File: src/rtl/cvt_sequencer.sv
// cvt_sequencer
//   Job sequencer for the integer-to-float converter. Accepts a 16-bit
//   operand, writes it into the converter's data memory, pulses cvt_start,
//   waits for cvt_done (with a watchdog), reads the half-precision result
//   back and returns it over a valid/ready response port.
//
// Ports
//   clk, reset               clock, synchronous active-high reset
//   req_valid/req_ready      operand request handshake, req_data = operand
//   rsp_valid/rsp_ready      response handshake, rsp_data = result,
//                            rsp_err = watchdog timeout (rsp_data = 0)
//   mem_addr/we/wdata/rdata  data memory port (rdata one cycle after addr)
//   cvt_start/cvt_done       converter start pulse / level-sensitive done
//   busy                     high whenever a job is in progress
//   job_count/err_count      successful (wrapping) / error (saturating) jobs
module cvt_sequencer #(
  parameter int         TIMEOUT_CYCLES = 4095,
  parameter logic [7:0] OP_ADDR        = 8'd0,
  parameter logic [7:0] RES_ADDR       = 8'd2
) (
  input  logic        clk,
  input  logic        reset,
  input  logic        req_valid,
  input  logic [15:0] req_data,
  output logic        req_ready,
  output logic        rsp_valid,
  output logic [15:0] rsp_data,
  output logic        rsp_err,
  input  logic        rsp_ready,
  output logic [7:0]  mem_addr,
  output logic        mem_we,
  output logic [7:0]  mem_wdata,
  input  logic [7:0]  mem_rdata,
  output logic        cvt_start,
  input  logic        cvt_done,
  output logic        busy,
  output logic [7:0]  job_count,
  output logic [7:0]  err_count
);

  localparam int            CW       = $clog2(TIMEOUT_CYCLES + 1);
  localparam logic [CW-1:0] TMO_LAST = CW'(TIMEOUT_CYCLES - 1);

  typedef enum logic [3:0] {
    S_IDLE, S_WR_LO, S_WR_HI, S_START, S_WAIT_LOW,
    S_WAIT_DONE, S_RD_LO, S_RD_HI, S_RD_CAP, S_RESP
  } state_t;

  state_t        r_state;
  state_t        w_state_next;

  logic [15:0]   r_op;
  logic [7:0]    r_res_lo;
  logic [CW-1:0] r_tmo_cnt;

  logic          r_req_ready;
  logic          r_rsp_valid;
  logic [15:0]   r_rsp_data;
  logic          r_rsp_err;
  logic [7:0]    r_mem_addr;
  logic          r_mem_we;
  logic [7:0]    r_mem_wdata;
  logic          r_cvt_start;
  logic          r_busy;
  logic [7:0]    r_job_count;
  logic [7:0]    r_err_count;

  logic          w_tmo_last;
  logic          w_tmo_fire;
  logic [15:0]   w_op;
  logic          w_mem_we_next;
  logic [7:0]    w_mem_addr_next;
  logic [7:0]    w_mem_wdata_next;

  // Watchdog expires only when the wait state's exit condition is absent;
  // an exit seen on the last allowed cycle still wins.
  assign w_tmo_last = (r_tmo_cnt == TMO_LAST);
  assign w_tmo_fire = w_tmo_last &&
                      (((r_state == S_WAIT_LOW)  &&  cvt_done) ||
                       ((r_state == S_WAIT_DONE) && !cvt_done));

  // State register
  always_ff @(posedge clk) begin
    if (reset) r_state <= S_IDLE;
    else       r_state <= w_state_next;
  end

  // Next-state logic
  always_comb begin
    w_state_next = r_state;
    case (r_state)
      S_IDLE:      if (req_valid) w_state_next = S_WR_LO;
      S_WR_LO:     w_state_next = S_WR_HI;
      S_WR_HI:     w_state_next = S_START;
      S_START:     w_state_next = S_WAIT_LOW;
      // done is still high from the previous job until the converter
      // acknowledges the new start, so wait for it to drop first
      S_WAIT_LOW:  if (!cvt_done)      w_state_next = S_WAIT_DONE;
                   else if (w_tmo_fire) w_state_next = S_RESP;
      S_WAIT_DONE: if (cvt_done)        w_state_next = S_RD_LO;
                   else if (w_tmo_fire) w_state_next = S_RESP;
      S_RD_LO:     w_state_next = S_RD_HI;
      S_RD_HI:     w_state_next = S_RD_CAP;
      S_RD_CAP:    w_state_next = S_RESP;
      S_RESP:      if (rsp_ready) w_state_next = S_IDLE;
      default:     w_state_next = S_IDLE;
    endcase
  end

  // Output decode. Outputs are registered, so they are decoded from the
  // state being entered. On the accept edge the operand is not yet in r_op,
  // hence the bypass from req_data.
  always_comb begin
    w_op             = (r_state == S_IDLE) ? req_data : r_op;
    w_mem_we_next    = 1'b0;
    w_mem_addr_next  = 8'd0;
    w_mem_wdata_next = 8'd0;
    case (w_state_next)
      S_WR_LO: begin
        w_mem_we_next    = 1'b1;
        w_mem_addr_next  = OP_ADDR;
        w_mem_wdata_next = w_op[7:0];
      end
      S_WR_HI: begin
        w_mem_we_next    = 1'b1;
        w_mem_addr_next  = OP_ADDR + 8'd1;
        w_mem_wdata_next = w_op[15:8];
      end
      S_RD_LO: w_mem_addr_next = RES_ADDR;
      S_RD_HI: w_mem_addr_next = RES_ADDR + 8'd1;
      default: ;
    endcase
  end

  // Output and datapath registers
  always_ff @(posedge clk) begin
    if (reset) begin
      r_req_ready <= 1'b0;
      r_rsp_valid <= 1'b0;
      r_rsp_data  <= 16'd0;
      r_rsp_err   <= 1'b0;
      r_mem_addr  <= 8'd0;
      r_mem_we    <= 1'b0;
      r_mem_wdata <= 8'd0;
      r_cvt_start <= 1'b0;
      r_busy      <= 1'b0;
      r_job_count <= 8'd0;
      r_err_count <= 8'd0;
      r_op        <= 16'd0;
      r_res_lo    <= 8'd0;
      r_tmo_cnt   <= '0;
    end else begin
      r_req_ready <= (w_state_next == S_IDLE);
      r_busy      <= (w_state_next != S_IDLE);
      r_rsp_valid <= (w_state_next == S_RESP);
      r_cvt_start <= (w_state_next == S_START);
      r_mem_we    <= w_mem_we_next;
      r_mem_addr  <= w_mem_addr_next;
      r_mem_wdata <= w_mem_wdata_next;

      if ((r_state == S_IDLE) && req_valid) r_op <= req_data;

      case (r_state)
        S_START:                 r_tmo_cnt <= '0;
        S_WAIT_LOW, S_WAIT_DONE: r_tmo_cnt <= r_tmo_cnt + CW'(1);
        default: ;
      endcase

      // Read data lags the address by one cycle: the low byte arrives
      // while in RD_HI, the high byte while in RD_CAP.
      if (r_state == S_RD_HI) r_res_lo <= mem_rdata;
      if (r_state == S_RD_CAP) begin
        r_rsp_data <= {mem_rdata, r_res_lo};
        r_rsp_err  <= 1'b0;
      end
      if (w_tmo_fire) begin
        r_rsp_data <= 16'd0;
        r_rsp_err  <= 1'b1;
      end

      if ((r_state == S_RESP) && rsp_ready) begin
        r_rsp_data <= 16'd0;
        r_rsp_err  <= 1'b0;
        if (r_rsp_err) begin
          if (r_err_count != 8'hFF) r_err_count <= r_err_count + 8'd1;
        end else begin
          r_job_count <= r_job_count + 8'd1;
        end
      end
    end
  end

  assign req_ready = r_req_ready;
  assign rsp_valid = r_rsp_valid;
  assign rsp_data  = r_rsp_data;
  assign rsp_err   = r_rsp_err;
  assign mem_addr  = r_mem_addr;
  assign mem_we    = r_mem_we;
  assign mem_wdata = r_mem_wdata;
  assign cvt_start = r_cvt_start;
  assign busy      = r_busy;
  assign job_count = r_job_count;
  assign err_count = r_err_count;

endmodule

File: config.mk
export PLATFORM = sky130hd
export DESIGN_NAME = cvt_sequencer
export DESIGN_NICKNAME = d
export VERILOG_FILES = /design/src/rtl/cvt_sequencer.sv
export SDC_FILE = /design/constraint.sdc
export NUM_CORES = 1
export LEC_CHECK = 0
export ABC_AREA = 1
export CELL_PAD_IN_SITES_DETAIL_PLACEMENT = 0
export CELL_PAD_IN_SITES_GLOBAL_PLACEMENT = 2
export CORE_ASPECT_RATIO = 2
export CORE_MARGIN = 3
export CORE_UTILIZATION = 32
export CTS_BUF_LIST = sky130_fd_sc_hd__clkbuf_8
export DETAILED_ROUTE_END_ITERATION = 8
export PLACE_DENSITY_LB_ADDON = 0.12
export SLEW_MARGIN = 15
export SYNTH_ARGS = -nofsm -noshare
export SYNTH_HDL_FRONTEND = slang
export SYNTH_SLANG_ARGS = --single-unit
File: constraint.sdc
create_clock -name clk -period 5 [get_ports clk]
set_input_delay 1.5 -clock clk [delete_from_list [all_inputs] [get_ports clk]]
set_output_delay 1.5 -clock clk [all_outputs]
set_load 0.01 [all_outputs]
# --- After elaboration in Yosys (flattened, before gate mapping) ---
# Index checks and enable logic that the tools add are counted.
# W data, S select, Z words.
word_totals:
  input_bits: 29
  register_bits: 94
classes:
  muxes: 13
  addsub: 3
  n_reduce_logical: 18
  bitwise: 1
  n_eq_ne: 17
ops:
  columns: ["operator", "n"]
  rows:
  - ["$pmux W4 S10", 1]
  - ["$eq A4 B3 Y1 const B", 6]
  - ["$pmux W12 S2", 1]
  - ["$mux W4", 5]
  - ["$add A8 B1 Y8 const B", 2]
  - ["$eq A4 B2 Y1 const B", 4]
  - ["$mux W16", 1]
  - ["$pmux W8 S2", 1]
  - ["$add A12 B1 Y12 const B", 1]
  - ["$eq A12 B12 Y1 const B", 1]
  - ["$eq A4 B4 Y1 const B", 3]
  - ["$eq A4 B1 Y1 const B", 2]
  - ["$logic_not A4 Y1", 2]
  - ["$ne A8 B8 Y1 const B", 1]
  - ["$pmux W2 S3", 1]
  - ["$reduce_or A2 Y1", 3]
  - ["$logic_and A1 B1 Y1", 5]
  - ["$reduce_bool A2 Y1", 2]
  - ["$reduce_bool A4 Y1", 1]
  - ["$mux W1", 3]
  - ["$reduce_and A3 Y1", 1]
  - ["$reduce_or A3 Y1", 1]
  - ["$reduce_and A2 Y1", 1]
  - ["$logic_not A1 Y1", 1]
  - ["other kinds (2)", 2]

# --- Logic depth before layout (Yosys ltp) ---
depth:
  depth_word: 10
  depth_mapped: 11
  mapped_depth_nobuf: 11

# --- Worst setup path after synthesis ---
# OpenSTA, ideal clock, no wires.
synth_path:
  path_kind: "input to register"
  start: "in reset"
  end: "reg r_op[10]"
  setup_slack_ns: 2.679
  cell_stages: 4
  setup_time_ns: 0.122
  path_buffers: 3
  required_ns: 4.878
  arrival_time_ns: 2.200
  path_cell_list: "clkbuf_1 > clkbuf_1 > clkbuf_1 > a21oi_1"
synth_lines:
  columns: ["element", "line_no", "text"]
  rows:
  - ["start: declaration", "22", "input logic reset,"]
  - ["end signal: assignment", "161", "if ((r_state == S_IDLE) && req_valid) r_op <= req_data;"]
  - ["end: declaration", "52", "logic [15:0] r_op;"]
# No word-level cell between the ends.

# --- Worst setup path after layout ---
layout_path:
  start: "in reset"
  end: "reg r_rsp_data[3], in the netlist rsp_data[3]"
layout_via:
  elab_chain_len: 1
layout_rtl:
  columns: ["element", "line_no", "text"]
  rows:
  - ["$reduce_or A3 Y1 (no line)", null, null]
  - ["end signal: assignment", "173", "r_rsp_data <= {mem_rdata, r_res_lo};"]
  - ["end: declaration", "58", "logic [15:0] r_rsp_data;"]
# Every way passes these cells.
# A chain may end at the register's enable or synchronous reset.

==> results.toml <==
[cells_and_area]
final_common_cell = "nand2_1"
finalNetCount = 562
antenna_cells = 0
final_cell_count_no_fill = 674
drive_gt1_share_pct = 11.80
fin_util_pct = 42.64
stdcell_area_um2 = 4696
most-common-layout-cells = "nand2_1, dfxtp_1, clkdlybuf4s50_1"
area.growth.synth_to_final_pct = 28.75
nFillCells = 1132

[logic_synthesis]
synthCells = 458
synthFlopType = "dfxtp_1"
ys_seq_area_share_pct = 43.91
syn_avg_cell_area_um2 = 7.963
async_reset_ff_share_pct = 0
ys_warn_count = 0
yosys.cell_types.count = 46
synth-seq-cells = 80
synth_area_um2 = 3647
synth_edf_count = 0

[drt]
vias = 3196
avgRoutedWirePerCell_um = 14.08
wirelength_um = 9493
detail_route.iter0.violations = 133
viasPerCell = 4.742
ant_nets = 0
drt_first_pass_iters = 4
drc = 0

[timing]
rsz0062_at_grt = "no"
slew_viol_final = 0
finalHoldViolCount = 0
final-setup-viol-count = 0
finalSetupTns_ns = 0
fmax_mhz = 313.0
fin_skew_ns = 0.01527
worst_pin_slew_ns = 0.8695
period_needed_ns = 3.195
slew_headroom_pct = 41.72
fin_crit_sh_pct = 63.89

[global_routing]
grt_pass1_vias = 3192
grt_use_met3_pct = 3.666
grt_util_met1_pct = 16.35
overflow = 0
grt_max_degree = 43
gr-usage-met2_pct = 29.26
track_usage_pct = 15.71
grt-busiest-layer = "met2"
antenna_found_initial = 0
grt_pass1_wl_um = 15390

[placement]
dp_cells = 658
routabilityCongestion = 0.7966
io_buffers = 76
place_area_um2 = 4491
post-dp-hpwl_um = 6941

[run]
max_cap_violations = 0

[clock_tree]
tritoncts = "yes"
clock_tree.root_cell = "clkbuf_8"
post-cts-setup-buffers = 0
ctsResizeCount = 0
hold_buffers = 0
clkSlewWorstSetupHoldPaths_ns = 0.09
htreeDepth = 3
cts_buffers = 9
clockBufferDepth = 2
clock_sinks = 80
clk_latency_ns = 0.36

[power]
total_leakage_power_uw = 0.001689
p_total_uw = 1521
power_density_nw_per_um2 = 323.9
peakVddDrop_uv = 199.8

[floorplan]
io_pins = 83
die_w_um = 81.49
rows = 54
core_region_area_um2 = 11010
die_h_um = 157.0
start_util_pct = 33.12
die_area_um2 = 12790

[setup_path]
worstSetupEndpointType = "register"
start_kind = "primary input"
arrival_ns = 3.42
cp.required_ns = 5.22
critPathMaxFanout = 42
criticalPathCategory = "primary input to register"

[worst_hold_path]
hp-class = "register to register"

[run_status]
status = "complete, no violations"
## area by class of cell
class | count | area, um2 | share of cell area (%)
clock buffers | 10 | 137.6 | 2.931
flip-flops and latches | 80 | 1602 | 34.11
well taps | 140 | 175.2 | 3.730
repair buffers | 77 | 768.2 | 16.36
multi-input cells | 317 | 1769 | 37.68
clock inverters | 6 | 67.56 | 1.439
inverters | 44 | 176.4 | 3.757
## path summary, 6_finish.rpt
| check | endpoint | slack (ns) | startpoint | depth (start not counted) |
|---|---|---|---|---|
| max | rsp_data[3] | 1.81 | reset | 5 |
| min | rsp_data[5] | 0.46 | rsp_data[5] | 2 |
| max reg2reg | busy | 2.77 | r_state[1] | 7 |
| min reg2reg | rsp_data[5] | 0.46 | rsp_data[5] | 2 |
## worst max-delay path: stages
cell             delay [ns]
clkdlybuf4s50_1        0.46
buf_4                  0.41
inv_1                  0.52
o211ai_4               0.40
a21oi_1                0.08
## metal layers
metal	share of wire, %	routed length (um)	vias up
met5	0	0	-
met4	2.2	211	0
met3	2.9	278	16
met2	56	5329	56
met1	39	3673	1467
li1	-	-	1657
## through the flow
stage | hold WS (ns) | worst slack (ns)
after global placement | 0.4478 | 1.405
final | 0.4639 | 1.805
after detailed placement | 0.4540 | 1.344
after floorplan | 0.4387 | 2.679
after global routing | 0.4846 | 1.589
after CTS | 0.4675 | 1.736
## state kept, by name, summed over array words and instances, names as in the netlist, 2 cells and up
| signal | cells |
|---|---|
| r_res_lo | 8 |
| r_state | 4 |
| err_count | 8 |
| job_count | 8 |
| mem_addr | 2 |
| rsp_data | 16 |
| r_op | 8 |
| r_tmo_cnt | 12 |
| mem_wdata | 8 |
## synthesized netlist by cell type (all sizes together), types with 8 or more instances
cell type  instances  share of area, %
dfxtp             80                44
nor2              39               6.2
o211ai            10               2.4
buf               10               2.0
nor3              13               3.2
nand2             92                10
a21oi             64               8.8
clkbuf            12               1.2
o21ai             24               3.3
inv               41               4.4
or2                8               1.4
nand3             33               5.7
## power by group
part           internal, uW  switching, uW  total (uW)
clock network           246            245         491
logic                   133            193         326
registers               674           29.7         704
total                  1050            468        1520
## cell families (layout without fill, tap and decap cells)
| family | Yosys count | in the layout | share of synthesized area (%) |
|---|---|---|---|
| simple gates | 193 | 193 | 28.44 |
| compound gates | 111 | 111 | 17.36 |
| flops | 80 | 80 | 43.91 |
| buf+inv | 66 | 137 | 8.096 |
| fa+ha+maj | 4 | 4 | 1.372 |
| xor+xnor | 3 | 3 | 0.7205 |
| other cells | 1 | 6 | 0.1028 |
Note: power is estimated with default switching activity, not from simulation.
